[src/rtl/bus_controller_pkg.sv]
// Shared definitions for the bus controller: opcodes and FSM state encoding.
// Latency: n/a (package only).
// Backpressure: n/a (package only).
package bus_ctrl_pkg;

    localparam logic [1:0] OP_MV  = 2'b00;
    localparam logic [1:0] OP_MVI = 2'b01;
    localparam logic [1:0] OP_ADD = 2'b10;
    localparam logic [1:0] OP_SUB = 2'b11;

    typedef enum logic [1:0] {
        IDLE = 2'd0,
        T1   = 2'd1,
        T2   = 2'd2,
        T3   = 2'd3
    } state_t;

endpackage

[src/rtl/bus_controller_if.sv]
// Bus-control interface: Run/Instr request in, bus-driver/load/ALU enables out.
// Latency: n/a (wiring only).
// Backpressure: none; Busy tells the requester when Run will be ignored.
// master: requester side (drives Run/Instr). slave: the controller.
interface bus_controller_if #(
    parameter int SEL_W = 2
) ();
    localparam int NUM_REGS = 2 ** SEL_W;
    localparam int IR_W     = 2 + 2 * SEL_W;

    logic                Run;
    logic [IR_W-1:0]     Instr;
    logic [NUM_REGS-1:0] R_out;
    logic                DIN_out;
    logic                G_out;
    logic [NUM_REGS-1:0] R_in;
    logic                A_in;
    logic                G_in;
    logic                AddSub;
    logic                Busy;
    logic                Done;

    modport master (
        output Run, Instr,
        input  R_out, DIN_out, G_out, R_in, A_in, G_in, AddSub, Busy, Done
    );

    modport slave (
        input  Run, Instr,
        output R_out, DIN_out, G_out, R_in, A_in, G_in, AddSub, Busy, Done
    );
endinterface

[src/rtl/bus_controller_dec_onehot.sv]
// Binary select to one-hot decoder with enable; all-zero when disabled.
// Latency: combinational.
// Backpressure: none.
// Ports: en (enable), sel (binary index), onehot (decoded vector).
module dec_onehot #(
    parameter int SEL_W    = 2,
    parameter int NUM_REGS = 2 ** SEL_W
) (
    input  logic                en,
    input  logic [SEL_W-1:0]    sel,
    output logic [NUM_REGS-1:0] onehot
);
    always_comb begin
        onehot = '0;
        if (en) begin
            onehot[sel] = 1'b1;
        end
    end
endmodule

[src/rtl/bus_controller.sv]
// Control FSM for the shared 4-bit datapath bus: captures an instruction on Run
// and issues one-hot bus-driver, load and ALU enables. Latency: mv/mvi Done 1
// cycle after Run is sampled, add/sub 3 cycles. Backpressure: Run ignored while Busy.
// Ports: Clock, Reset (sync, active-high), bus (slave modport of bus_controller_if).
module bus_controller
    import bus_ctrl_pkg::*;
#(
    parameter int SEL_W    = 2,
    parameter int NUM_REGS = 2 ** SEL_W
) (
    input  logic           Clock,
    input  logic           Reset,
    bus_controller_if.slave bus
);
    localparam int IR_W = 2 + 2 * SEL_W;

    state_t              state_q, state_d;
    logic [IR_W-1:0]     ir_q, ir_d;

    logic [NUM_REGS-1:0] r_out_q, r_out_d;
    logic [NUM_REGS-1:0] r_in_q, r_in_d;
    logic                din_out_q, din_out_d;
    logic                g_out_q, g_out_d;
    logic                a_in_q, a_in_d;
    logic                g_in_q, g_in_d;
    logic                addsub_q, addsub_d;
    logic                busy_q, busy_d;
    logic                done_q, done_d;

    logic [1:0]          op_cur;
    logic [1:0]          op_nxt;
    logic [SEL_W-1:0]    x_nxt, y_nxt, src_sel;
    logic                arith_nxt;
    logic                src_en, dst_en;

    assign op_cur = ir_q[IR_W-1 -: 2];

    // Next state / next IR.
    always_comb begin
        state_d = state_q;
        ir_d    = ir_q;
        case (state_q)
            IDLE: begin
                if (bus.Run) begin
                    ir_d    = bus.Instr;
                    state_d = T1;
                end
            end
            T1:      state_d = (op_cur == OP_MV || op_cur == OP_MVI) ? IDLE : T2;
            T2:      state_d = T3;
            default: state_d = IDLE;
        endcase
    end

    // Outputs are decoded from the state/IR being entered and then registered,
    // so they are glitch-free Moore outputs aligned with the state they describe.
    assign op_nxt    = ir_d[IR_W-1 -: 2];
    assign x_nxt     = ir_d[2*SEL_W-1 -: SEL_W];
    assign y_nxt     = ir_d[SEL_W-1:0];
    assign arith_nxt = (op_nxt == OP_ADD) || (op_nxt == OP_SUB);

    // Source register is X only while fetching the first ALU operand.
    assign src_sel = (state_d == T1 && arith_nxt) ? x_nxt : y_nxt;
    assign src_en  = (state_d == T1 && op_nxt != OP_MVI) || (state_d == T2);
    assign dst_en  = (state_d == T1 && !arith_nxt) || (state_d == T3);

    dec_onehot #(.SEL_W(SEL_W), .NUM_REGS(NUM_REGS)) u_dec_src (
        .en     (src_en),
        .sel    (src_sel),
        .onehot (r_out_d)
    );

    dec_onehot #(.SEL_W(SEL_W), .NUM_REGS(NUM_REGS)) u_dec_dst (
        .en     (dst_en),
        .sel    (x_nxt),
        .onehot (r_in_d)
    );

    always_comb begin
        din_out_d = (state_d == T1) && (op_nxt == OP_MVI);
        g_out_d   = (state_d == T3);
        a_in_d    = (state_d == T1) && arith_nxt;
        g_in_d    = (state_d == T2);
        addsub_d  = (state_d == T2) && ir_d[IR_W-2];
        busy_d    = (state_d != IDLE);
        done_d    = dst_en;
    end

    always_ff @(posedge Clock) begin
        if (Reset) begin
            state_q   <= IDLE;
            ir_q      <= '0;
            r_out_q   <= '0;
            r_in_q    <= '0;
            din_out_q <= 1'b0;
            g_out_q   <= 1'b0;
            a_in_q    <= 1'b0;
            g_in_q    <= 1'b0;
            addsub_q  <= 1'b0;
            busy_q    <= 1'b0;
            done_q    <= 1'b0;
        end else begin
            state_q   <= state_d;
            ir_q      <= ir_d;
            r_out_q   <= r_out_d;
            r_in_q    <= r_in_d;
            din_out_q <= din_out_d;
            g_out_q   <= g_out_d;
            a_in_q    <= a_in_d;
            g_in_q    <= g_in_d;
            addsub_q  <= addsub_d;
            busy_q    <= busy_d;
            done_q    <= done_d;
        end
    end

    assign bus.R_out   = r_out_q;
    assign bus.R_in    = r_in_q;
    assign bus.DIN_out = din_out_q;
    assign bus.G_out   = g_out_q;
    assign bus.A_in    = a_in_q;
    assign bus.G_in    = g_in_q;
    assign bus.AddSub  = addsub_q;
    assign bus.Busy    = busy_q;
    assign bus.Done    = done_q;
endmodule

[src/flat_wrapper.sv]
// flat-port wrapper written by rule: the top's interface ports become plain ports
module bus_controller_flat import bus_ctrl_pkg::*;
#(
    parameter int SEL_W    = 2,
    parameter int NUM_REGS = 2 ** SEL_W
)
  (Clock, Reset, bus_Run, bus_Instr, bus_R_out, bus_DIN_out, bus_G_out, bus_R_in, bus_A_in, bus_G_in, bus_AddSub, bus_Busy, bus_Done);
  bus_controller_if #(.SEL_W(SEL_W)) bus_i ();
  input  logic Clock;
  input  logic Reset;
  input wire logic [$bits(bus_i.Run)-1:0] bus_Run;
  input wire logic [$bits(bus_i.Instr)-1:0] bus_Instr;
  output wire logic [$bits(bus_i.R_out)-1:0] bus_R_out;
  output wire logic [$bits(bus_i.DIN_out)-1:0] bus_DIN_out;
  output wire logic [$bits(bus_i.G_out)-1:0] bus_G_out;
  output wire logic [$bits(bus_i.R_in)-1:0] bus_R_in;
  output wire logic [$bits(bus_i.A_in)-1:0] bus_A_in;
  output wire logic [$bits(bus_i.G_in)-1:0] bus_G_in;
  output wire logic [$bits(bus_i.AddSub)-1:0] bus_AddSub;
  output wire logic [$bits(bus_i.Busy)-1:0] bus_Busy;
  output wire logic [$bits(bus_i.Done)-1:0] bus_Done;
  assign bus_i.Run = bus_Run;
  assign bus_i.Instr = bus_Instr;
  assign bus_R_out = bus_i.R_out;
  assign bus_DIN_out = bus_i.DIN_out;
  assign bus_G_out = bus_i.G_out;
  assign bus_R_in = bus_i.R_in;
  assign bus_A_in = bus_i.A_in;
  assign bus_G_in = bus_i.G_in;
  assign bus_AddSub = bus_i.AddSub;
  assign bus_Busy = bus_i.Busy;
  assign bus_Done = bus_i.Done;
  bus_controller #(.SEL_W(SEL_W), .NUM_REGS(NUM_REGS)) u_core (.Clock(Clock), .Reset(Reset), .bus(bus_i));
endmodule
[config.mk]
export PLATFORM = sky130hd
export DESIGN_NAME = bus_controller_flat
export DESIGN_NICKNAME = d
export VERILOG_FILES = /design/src/rtl/bus_controller_pkg.sv /design/src/rtl/bus_controller_if.sv /design/src/rtl/bus_controller_dec_onehot.sv /design/src/rtl/bus_controller.sv /design/src/flat_wrapper.sv
export SDC_FILE = /design/constraint.sdc
export NUM_CORES = 1
export LEC_CHECK = 0
export CORE_AREA = 2 2 46 48
export CTS_BUF_LIST = sky130_fd_sc_hd__clkbuf_4 sky130_fd_sc_hd__clkbuf_8
export DETAILED_ROUTE_END_ITERATION = 12
export DIE_AREA = 0 0 48 50
export GPL_TIMING_DRIVEN = 0
export PLACE_DENSITY = 0.81
export SLEW_MARGIN = 20
export SYNTH_ARGS = -nofsm -noshare
export SYNTH_HDL_FRONTEND = slang
export SYNTH_SLANG_ARGS = --single-unit
[constraint.sdc]
create_clock -name Clock -period 1.7 [get_ports Clock]
set_clock_uncertainty 0.2 [all_clocks]
set_input_delay 0.34 -clock Clock [delete_from_list [all_inputs] [get_ports Clock]]
set_output_delay 0.34 -clock Clock [all_outputs]
set_load 0.01 [all_outputs]
==> flow_metrics.tcl <==
set metrics [dict create \
    holdBufCountCts 0 \
    diodes 0 \
    slew_violations 0 \
    postSynthCellCount 84 \
    row_count 16 \
    intPower_mw 0.754 \
    grt_max_degree 13 \
    routabilityCongestion 0.769 \
    cp.arrival_ns 1.65 \
    max-clock-path-buffers 2 \
    relSlewSlack_pct 61.9 \
    outcome "finished, final reports clean" \
    pre_cts_slack_ns -0.430 \
    p_leak_nw 0.574 \
    hold_class "reg2reg" \
    path_max_fanout 6 \
    dr_wl_met2_um 944 \
    finalCritPeriodShare_pct 95.6 \
    ios 24 \
    path_clk_slew_ns 0.11 \
    fmax_mhz 615 \
    vias_per_cell 5.06 \
    whs_ns 0.283 \
    drcViolationCount 0 \
    max-vdd-ir-drop_uv 505 \
    end_kind "register" \
    core-area_mm2 0.00190 \
    combPwrFrac_pct 16.1 \
    num_vias 719 \
    ys.warnings.count 0 \
    cts_tree "done" \
    hold_viol 0 \
    synth_nets 93 \
    syn_area_um2 851 \
    wl_met3_um 83 \
    detailedRoute.firstPassIterationCount 4 \
    grt_pass1_vias 596 \
    dieArea_mm2 0.00240 \
    ant_nets 0 \
    htree_levels 1 \
    wl_met1_um 782 \
    switching_share_pct 24.1 \
    top_layer "met4" \
    grt_first_pass_wirelength_mm 2.57 \
    finalSetupViolations 0 \
    area_growth_pct 42.1 \
    power_switching_mw 0.239 \
    worst_pin_slew_ns 0.566 \
    setup_ws_ns 0.0751 \
    finish.utilization_pct 63.6 \
    seq_area_frac_synth_pct 54.1 \
    start_util_pct 44.7 \
    clk_latency_ns 0.30 \
    period_minus_slack_ns 1.62 \
    layout.nets 125 \
    drtIter0Drc 8 \
    portBuffers 23 \
    dp_hpwl_mm 1.18 \
    antenna_found_initial 0 \
    p_clk_share_pct 26.0 \
    synth_cell_types 24 \
    start_kind "input pin" \
    regToRegSetupSlack_ns 0.09 \
    drive_gt1_share_pct 20.0 \
    die_w_um 48 \
    path_class "in2reg" \
    grt_overflow 0 \
    root_buffer "clkbuf_4" \
    crit_required_ns 1.73 \
    cts.sinks 23 \
    avgSynthCellArea_um2 10.1 \
    drt-wirelength-per-cell_um 13.0 \
    maxCapViolations 0 \
    globalRouteTotalUtil_pct 15.4 \
    numCtsBuffers 3 \
    power_density_mw_per_mm2 822 \
    wl_mm 1.84 \
    ys_seq_elements 23 \
    die_y_um 50 \
    seq_power_share_pct 58.0 \
]
-- routing by layer --
metal	up-vias	GRT usage, %
met3	4	2.93
met4	0	9.46
li1	353	-
met1	336	19.9
met5	-	0
met2	26	22.7
-- per-stage QoR --
stage / TNS (ns) / std cells / power [mW] / area [um^2]
final: 0 / 142 / 0.993 / 1210
after global routing: -0.00361 / 142 / 1.05 / 1210
after CTS: 0 / 139 / 0.974 / 1140
after detailed placement: -4.40 / 134 / 0.722 / 1110
after global placement: -3.98 / 134 / 0.719 / 1110
after floorplan: 0 / 84 / 0.663 / 851
-- timing repair --
action | CTS | global route
resized for setup | 15 | 11
buffers inserted | 1 | 3
endpoints found under the setup margin | 17 | 6
-- power by group through the flow --
stage / clock network (mW) / logic (mW) / registers [mW]
floorplan: 0 / 0.0739 / 0.589
global placement: 0 / 0.134 / 0.585
detailed placement: 0 / 0.136 / 0.586
CTS: 0.267 / 0.133 / 0.574
global route: 0.295 / 0.174 / 0.578
finish: 0.258 / 0.160 / 0.576
-- worst paths after layout --
path | startpoint | endpoint | cells after the start
setup reg to reg | u_core.state_q[1] | u_core.bus.R_out[2] | 4
hold / removal | u_core.ir_q[4] | u_core.bus.AddSub | 2
hold reg to reg | u_core.ir_q[4] | u_core.bus.AddSub | 2
setup / recovery | bus_Instr[2] | u_core.bus.R_out[2] | 4
-- cells by family after synthesis --
| logic type | synth area share [%] |
|---|---|
| flip-flops | 54.1 |
| AND/OR/NAND/NOR | 26.8 |
| AO/OA/AOI/OAI | 7.94 |
| multiplexers | 7.65 |
| buffers and inverters | 3.53 |
-- Yosys cell counts --
master	instances	area share, %
or2_2	1	0.74
and2_1	2	1.5
mux2_2	4	5.3
nor2b_1	1	0.74
nand3b_1	4	3.5
o21ai_0	1	0.59
mux2i_1	2	2.4
nor4b_1	2	2.1
and4bb_2	1	1.5
nand2b_1	2	1.5
nor3b_4	1	2.2
or3_1	2	1.5
or3b_1	1	1.0
a21oi_1	11	6.5
buf_6	1	1.3
dfxtp_1	23	54
or2_1	1	0.74
inv_1	1	0.44
nand3_1	2	1.2
buf_4	2	1.8
nor3_1	5	2.9
a21o_1	1	0.88
nor2_1	1	0.44
nand2_1	12	5.3
-- sequential cells by signal, summed over array words and instances (netlist names) --
name / cells
u_core.bus.A_in: 1
u_core.bus.DIN_out: 1
u_core.bus.R_out: 4
u_core.bus.Busy: 1
u_core.bus.Done: 1
u_core.bus.R_in: 4
u_core.ir_q: 6
u_core.bus.G_out: 1
u_core.state_q: 2
u_core.bus.G_in: 1
u_core.bus.AddSub: 1
-- worst max-delay path: stages --
cell	delay [ns]
clkdlybuf4s50_1	0.50
mux2_2	0.34
mux2_4	0.28
nor3_1	0.20
-- cell type report --
class | count | area, um^2
plain buffers | 3 | 30.0
clock buffers | 4 | 30.0
fillers | 166 | 693
inverters | 1 | 3.75
multi-input cells | 57 | 400
flip-flops and latches | 23 | 460
well taps | 27 | 33.8
repair buffers | 27 | 250
-- layout by cell type (no fill, tap or decap), drive strengths merged --
| cell | count |
|---|---|
| a21o | 1 |
| a21oi | 11 |
| and2 | 2 |
| and4bb | 1 |
| buf | 7 |
| clkbuf | 4 |
| clkdlybuf4s50 | 6 |
| dfxtp | 23 |
| dlygate4sd2 | 14 |
| dlymetal6s2s | 3 |
| inv | 1 |
| mux2 | 4 |
| mux2i | 2 |
| nand2 | 12 |
| nand2b | 2 |
| nand3 | 2 |
| nand3b | 4 |
| nor2 | 1 |
| nor2b | 1 |
| nor3 | 5 |
| nor3b | 1 |
| nor4b | 2 |
| o21ai | 1 |
| or2 | 2 |
| or3 | 2 |
| or3b | 1 |
No activity file was read; power rests on OpenSTA's default activity.
==> variant 1 (same flow settings) <==
Re-encode `state_t` (4 states) as one-hot, 4 bits wide.
--- a/src/rtl/bus_controller_pkg.sv
+++ b/src/rtl/bus_controller_pkg.sv
@@ -8,11 +8,11 @@
     localparam logic [1:0] OP_ADD = 2'b10;
     localparam logic [1:0] OP_SUB = 2'b11;
 
-    typedef enum logic [1:0] {
-        IDLE = 2'd0,
-        T1   = 2'd1,
-        T2   = 2'd2,
-        T3   = 2'd3
+    typedef enum logic [3:0] {
+        IDLE = 4'b0001,
+        T1   = 4'b0010,
+        T2   = 4'b0100,
+        T3   = 4'b1000
     } state_t;
 
 endpackage
Formal check against the unedited RTL: no difference found for any inputs over 10 cycles, from zero or initial values and one cycle with Reset high; not proved beyond that.
==> variant 1 against the unedited design <==
Cell area increased by 4.2%. Clock power rose by 2%. Synthesized cell count grew 26%. Worst setup slack better by 0.057 ns. Largest cell class unchanged. Area after synthesis is 15% higher. Sequential cell count grew 2. Sequential power increased by 7.3%. Total power up 0.57%. Wire length grew 6.5%. Worst hold slack got worse by 0.023 ns.
==> variant 1: results <==
INSERT INTO impl_metrics (metric_group, metric, value, unit) VALUES
('status', 'outcome', 'completed', ''),
('grt', 'grt_pass1_vias', '740', ''),
('grt', 'grt_pass1_wl', '3153', 'um'),
('yosys', 'count_of_flip_flops_with_a_built_in_enable_after_synthesis', '0', ''),
('yosys', 'post_synth_num_cell_types', '31', ''),
('finish', 'layout.nets', '141', ''),
('place', 'hpwlAfterDp', '1453', 'um'),
('yosys', 'syn-num-nets', '115', ''),
('yosys', 'fraction_of_the_yosys_area_taken_by_sequential_cells', '51.28', '%'),
('pwr', 'irDropWorstVdd', '480.7', 'uV'),
('finish', 'filler_cell_count', '158', ''),
('min_path', 'hold_path_class', 'in -> reg', ''),
('setup_path', 'cp.arrival', '1.60', 'ns'),
('pwr', 'power_leakage', '0.6289', 'nW'),
('yosys', 'list_of_most_frequent_post_synthesis_cells', '25 x dfxtp_1, 12 x o21ai_0, 11 x a21oi_1', ''),
('finish', 'share_of_final_layout_standard_cells_stronger_than_drive_strength_1', '6.107', '%'),
('timing', 'maxSlewHeadroom', '60.57', '%'),
('grt', 'grt_use_total', '17.36', '%'),
('yosys', 'synthTopCellsByArea', 'dfxtp_1 51%, o21ai_0 6.2%, a21oi_1 5.6%', ''),
('place', 'port_buffers', '21', ''),
('place', 'place_congestion', '0.8092', ''),
('grt', 'grt_start_max_net_pins', '14', ''),
('detailed_routing', 'routed_wire_length_per_instance', '12.41', 'um'),
('detailed_routing', 'vias_after_detailed_routing', '894', ''),
('place', 'detailed_place.area', '1220', 'um2');
-- variant 1: what timing repair did --
item,in CTS,in global routing
buffers inserted,0,0
resized for setup,9,8
setup endpoints to repair,9,9
cloned,0,0
pin swaps,0,0
-- variant 1: cells by family (layout without fill, tap and decap cells) --
group | after synthesis | after routing | synth area share (%)
DFF | 25 | 25 | 51.28
buffers and inverters | 11 | 36 | 5.127
AOI/OAI and AO/OA | 32 | 32 | 19.23
muxes | 2 | 2 | 2.179
and+or+nand+nor | 36 | 36 | 22.18
-- variant 1: final cells by class --
| cell class | count | area [um2] | share of cell area [%] |
|---|---|---|---|
| sequential | 25 | 500.5 | 39.72 |
| tap | 27 | 33.78 | 2.681 |
| multi-input combinational | 70 | 431.7 | 34.26 |
| clock buffer | 4 | 30.03 | 2.383 |
| buffer | 6 | 31.28 | 2.483 |
| inverter | 5 | 18.77 | 1.490 |
| timing repair buffer | 21 | 214.0 | 16.98 |
-- variant 1: worst paths after layout --
path	endpoint	slack [ns]	from
setup reg to reg	u_core.bus.R_in[0]	0.13	u_core.state_q[2]
hold / removal	u_core.ir_q[2]	0.26	Reset
hold reg to reg	u_core.ir_q[5]	0.32	u_core.ir_q[5]
setup / recovery	u_core.bus.R_in[0]	0.13	u_core.state_q[2]
-- variant 1: routing by layer --
layer,part of all wire (%),GRT usage (%),up-vias,wire length (um)
li1,-,-,437,-
met1,46,23.70,413,899
met2,48,28.22,36,934
met3,5.3,3.663,8,104
met4,1.2,2.252,0,23
met5,0,0,-,0
-- variant 1: stage by stage --
step / std cells / setup slack (ns) / setup TNS, ns
floorplan: 106 / 0.1966 / 0
global placement: 154 / -0.1523 / -1.546
detailed placement: 154 / -0.2239 / -2.368
finish: 158 / 0.1317 / 0
CTS: 158 / 0.0005170 / 0
global route: 158 / 0.03573 / 0
-- variant 1: worst max-delay path: stages, from the launching register on --
cell     delay (ns)
dfxtp_1        0.33
buf_6          0.13
or2_0          0.22
or4_1          0.48
a21oi_1        0.15
-- variant 1: power by group --
| group | internal (mW) | switching, mW |
|---|---|---|
| combinational | 0.0537 | 0.0626 |
| clock | 0.107 | 0.157 |
| sequential | 0.606 | 0.0127 |
| total | 0.767 | 0.232 |
==> variant 2 (same settings) <==
Made on the original files. `SEL_W` is set to 2 in 4 places; all go to 1.
--- a/src/rtl/bus_controller_if.sv
+++ b/src/rtl/bus_controller_if.sv
@@ -3,7 +3,7 @@
 // Backpressure: none; Busy tells the requester when Run will be ignored.
 // master: requester side (drives Run/Instr). slave: the controller.
 interface bus_controller_if #(
-    parameter int SEL_W = 2
+    parameter int SEL_W = 1
 ) ();
     localparam int NUM_REGS = 2 ** SEL_W;
     localparam int IR_W     = 2 + 2 * SEL_W;
--- a/src/rtl/bus_controller_dec_onehot.sv
+++ b/src/rtl/bus_controller_dec_onehot.sv
@@ -3,7 +3,7 @@
 // Backpressure: none.
 // Ports: en (enable), sel (binary index), onehot (decoded vector).
 module dec_onehot #(
-    parameter int SEL_W    = 2,
+    parameter int SEL_W    = 1,
     parameter int NUM_REGS = 2 ** SEL_W
 ) (
     input  logic                en,
--- a/src/rtl/bus_controller.sv
+++ b/src/rtl/bus_controller.sv
@@ -5,7 +5,7 @@
 module bus_controller
     import bus_ctrl_pkg::*;
 #(
-    parameter int SEL_W    = 2,
+    parameter int SEL_W    = 1,
     parameter int NUM_REGS = 2 ** SEL_W
 ) (
     input  logic           Clock,
--- a/src/flat_wrapper.sv
+++ b/src/flat_wrapper.sv
@@ -1,7 +1,7 @@
 // flat-port wrapper written by rule: the top's interface ports become plain ports
 module bus_controller_flat import bus_ctrl_pkg::*;
 #(
-    parameter int SEL_W    = 2,
+    parameter int SEL_W    = 1,
     parameter int NUM_REGS = 2 ** SEL_W
 )
   (Clock, Reset, bus_Run, bus_Instr, bus_R_out, bus_DIN_out, bus_G_out, bus_R_in, bus_A_in, bus_G_in, bus_AddSub, bus_Busy, bus_Done);
Interface: changed (resized bus_Instr, bus_R_in and bus_R_out); port bits go from 24 to 18. No check against the original RTL was run, so the function may have changed too.
==> variant 2 against the unedited design <==
Global-route usage shrank 6.0 points. Highest routed layer unchanged. Worst setup slack worse by 0.0037 ns. Area after synthesis is 30% lower. Critical path type unchanged. Sequential power shrank 27%. Cell area shrank 30%. Largest power group unchanged. Clock power is 18% lower. Wire length fell by 45%. Sequential cell count is 6 lower. Total power is 27% lower.
==> variant 2: results <==
INSERT INTO impl_metrics (metric_group, metric, value, unit) VALUES
('place', 'port_buffers', '16', ''),
('place', 'post-place-cells', '100', ''),
('setup_path', 'cp.arrival', '1.67', 'ns'),
('finish', 'share_of_final_layout_standard_cells_stronger_than_drive_strength_1', '12.99', '%'),
('status', 'outcome', 'completed', ''),
('timing', 'maxSlewHeadroom', '80.33', '%'),
('yosys', 'synth_compound_gate_area_share', '7.741', '%'),
('pwr', 'power_leakage', '0.5438', 'nW'),
('grt', 'grt_use_total', '9.410', '%'),
('yosys', 'post_synth_num_cell_types', '19', ''),
('clocking', 'cts_repair_resize_count', '1', ''),
('detailed_routing', 'routed-wl-met3', '76', 'um'),
('grt', 'grt_pass1_wl', '1511', 'um'),
('place', 'detailed_place.area', '792.0', 'um2'),
('yosys', 'fraction_of_the_yosys_area_taken_by_sequential_cells', '56.90', '%'),
('pwr', 'irDropWorstVdd', '316.6', 'uV'),
('detailed_routing', 'wire_length_after_detailed_routing', '1017', 'um'),
('finish', 'flip_flop_count_of_the_largest_register_all_copies_and_words_added', '4', ''),
('detailed_routing', 'vias_after_detailed_routing', '439', ''),
('clocking', 'cts_post_setup_buffers_inserted', '0', '');
-- variant 2: changes by cell type after synthesis, sizes merged, moves of 2 or more --
cell	unedited run	this run
inv	1	5
nor3	5	0
a21oi	11	0
or2	2	0
or3	2	0
nand2	12	3
nand3b	4	0
dfxtp	23	17
nor2	1	10
nand3	2	0
mux2i	2	6
nor4b	2	0
mux2	4	0
o2bb2ai	0	2
-- variant 2: per-layer routing --
metal	up-vias	global-route usage, %
li1	222	-
met1	199	10.36
met2	14	12.67
met3	4	3.663
met4	0	9.459
met5	-	0
-- variant 2: layout make-up --
type                            instances  area [um2]  area share [%]
Buffer                                  2       16.27           1.929
Sequential cell                        17       340.3           40.36
Tap cell                               27       33.78           4.006
Timing Repair Buffer                   16       183.9           21.81
Inverter                                5       18.77           2.226
Clock buffer                            3       22.52           2.671
Multi-Input combinational cell         33       222.7           26.41
Clock inverter                          1       5.005          0.5935
-- variant 2: final timing paths --
kind	start	to	slack (ns)	cells past startpoint
hold reg to reg	u_core.ir_q[2]	u_core.bus.AddSub	0.31	2
hold / removal	Reset	u_core.ir_q[3]	0.11	2
setup / recovery	bus_Run	u_core.bus.R_in[0]	0.07	5
setup reg to reg	u_core.state_q[1]	u_core.bus.R_in[0]	0.26	4
-- variant 2: worst max-delay path, stage by stage --
cell	delay, ns
clkdlybuf4s50_1	0.52
nor3b_2	0.21
buf_6	0.17
mux2i_2	0.26
o211a_1	0.17
-- variant 2: cell families (layout without fill, tap and decap cells) --
family	Yosys count	count (layout)
mux	6	6
buf+inv	7	27
flops	17	17
compound gates	6	6
simple gates	21	21
-- variant 2: where the power goes --
part	switching (mW)	leakage [nW]	internal [mW]
clock	0.124	0.0177	0.0876
combinational	0.0392	0.387	0.0489
sequential	0.00687	0.139	0.415
total	0.170	0.544	0.552
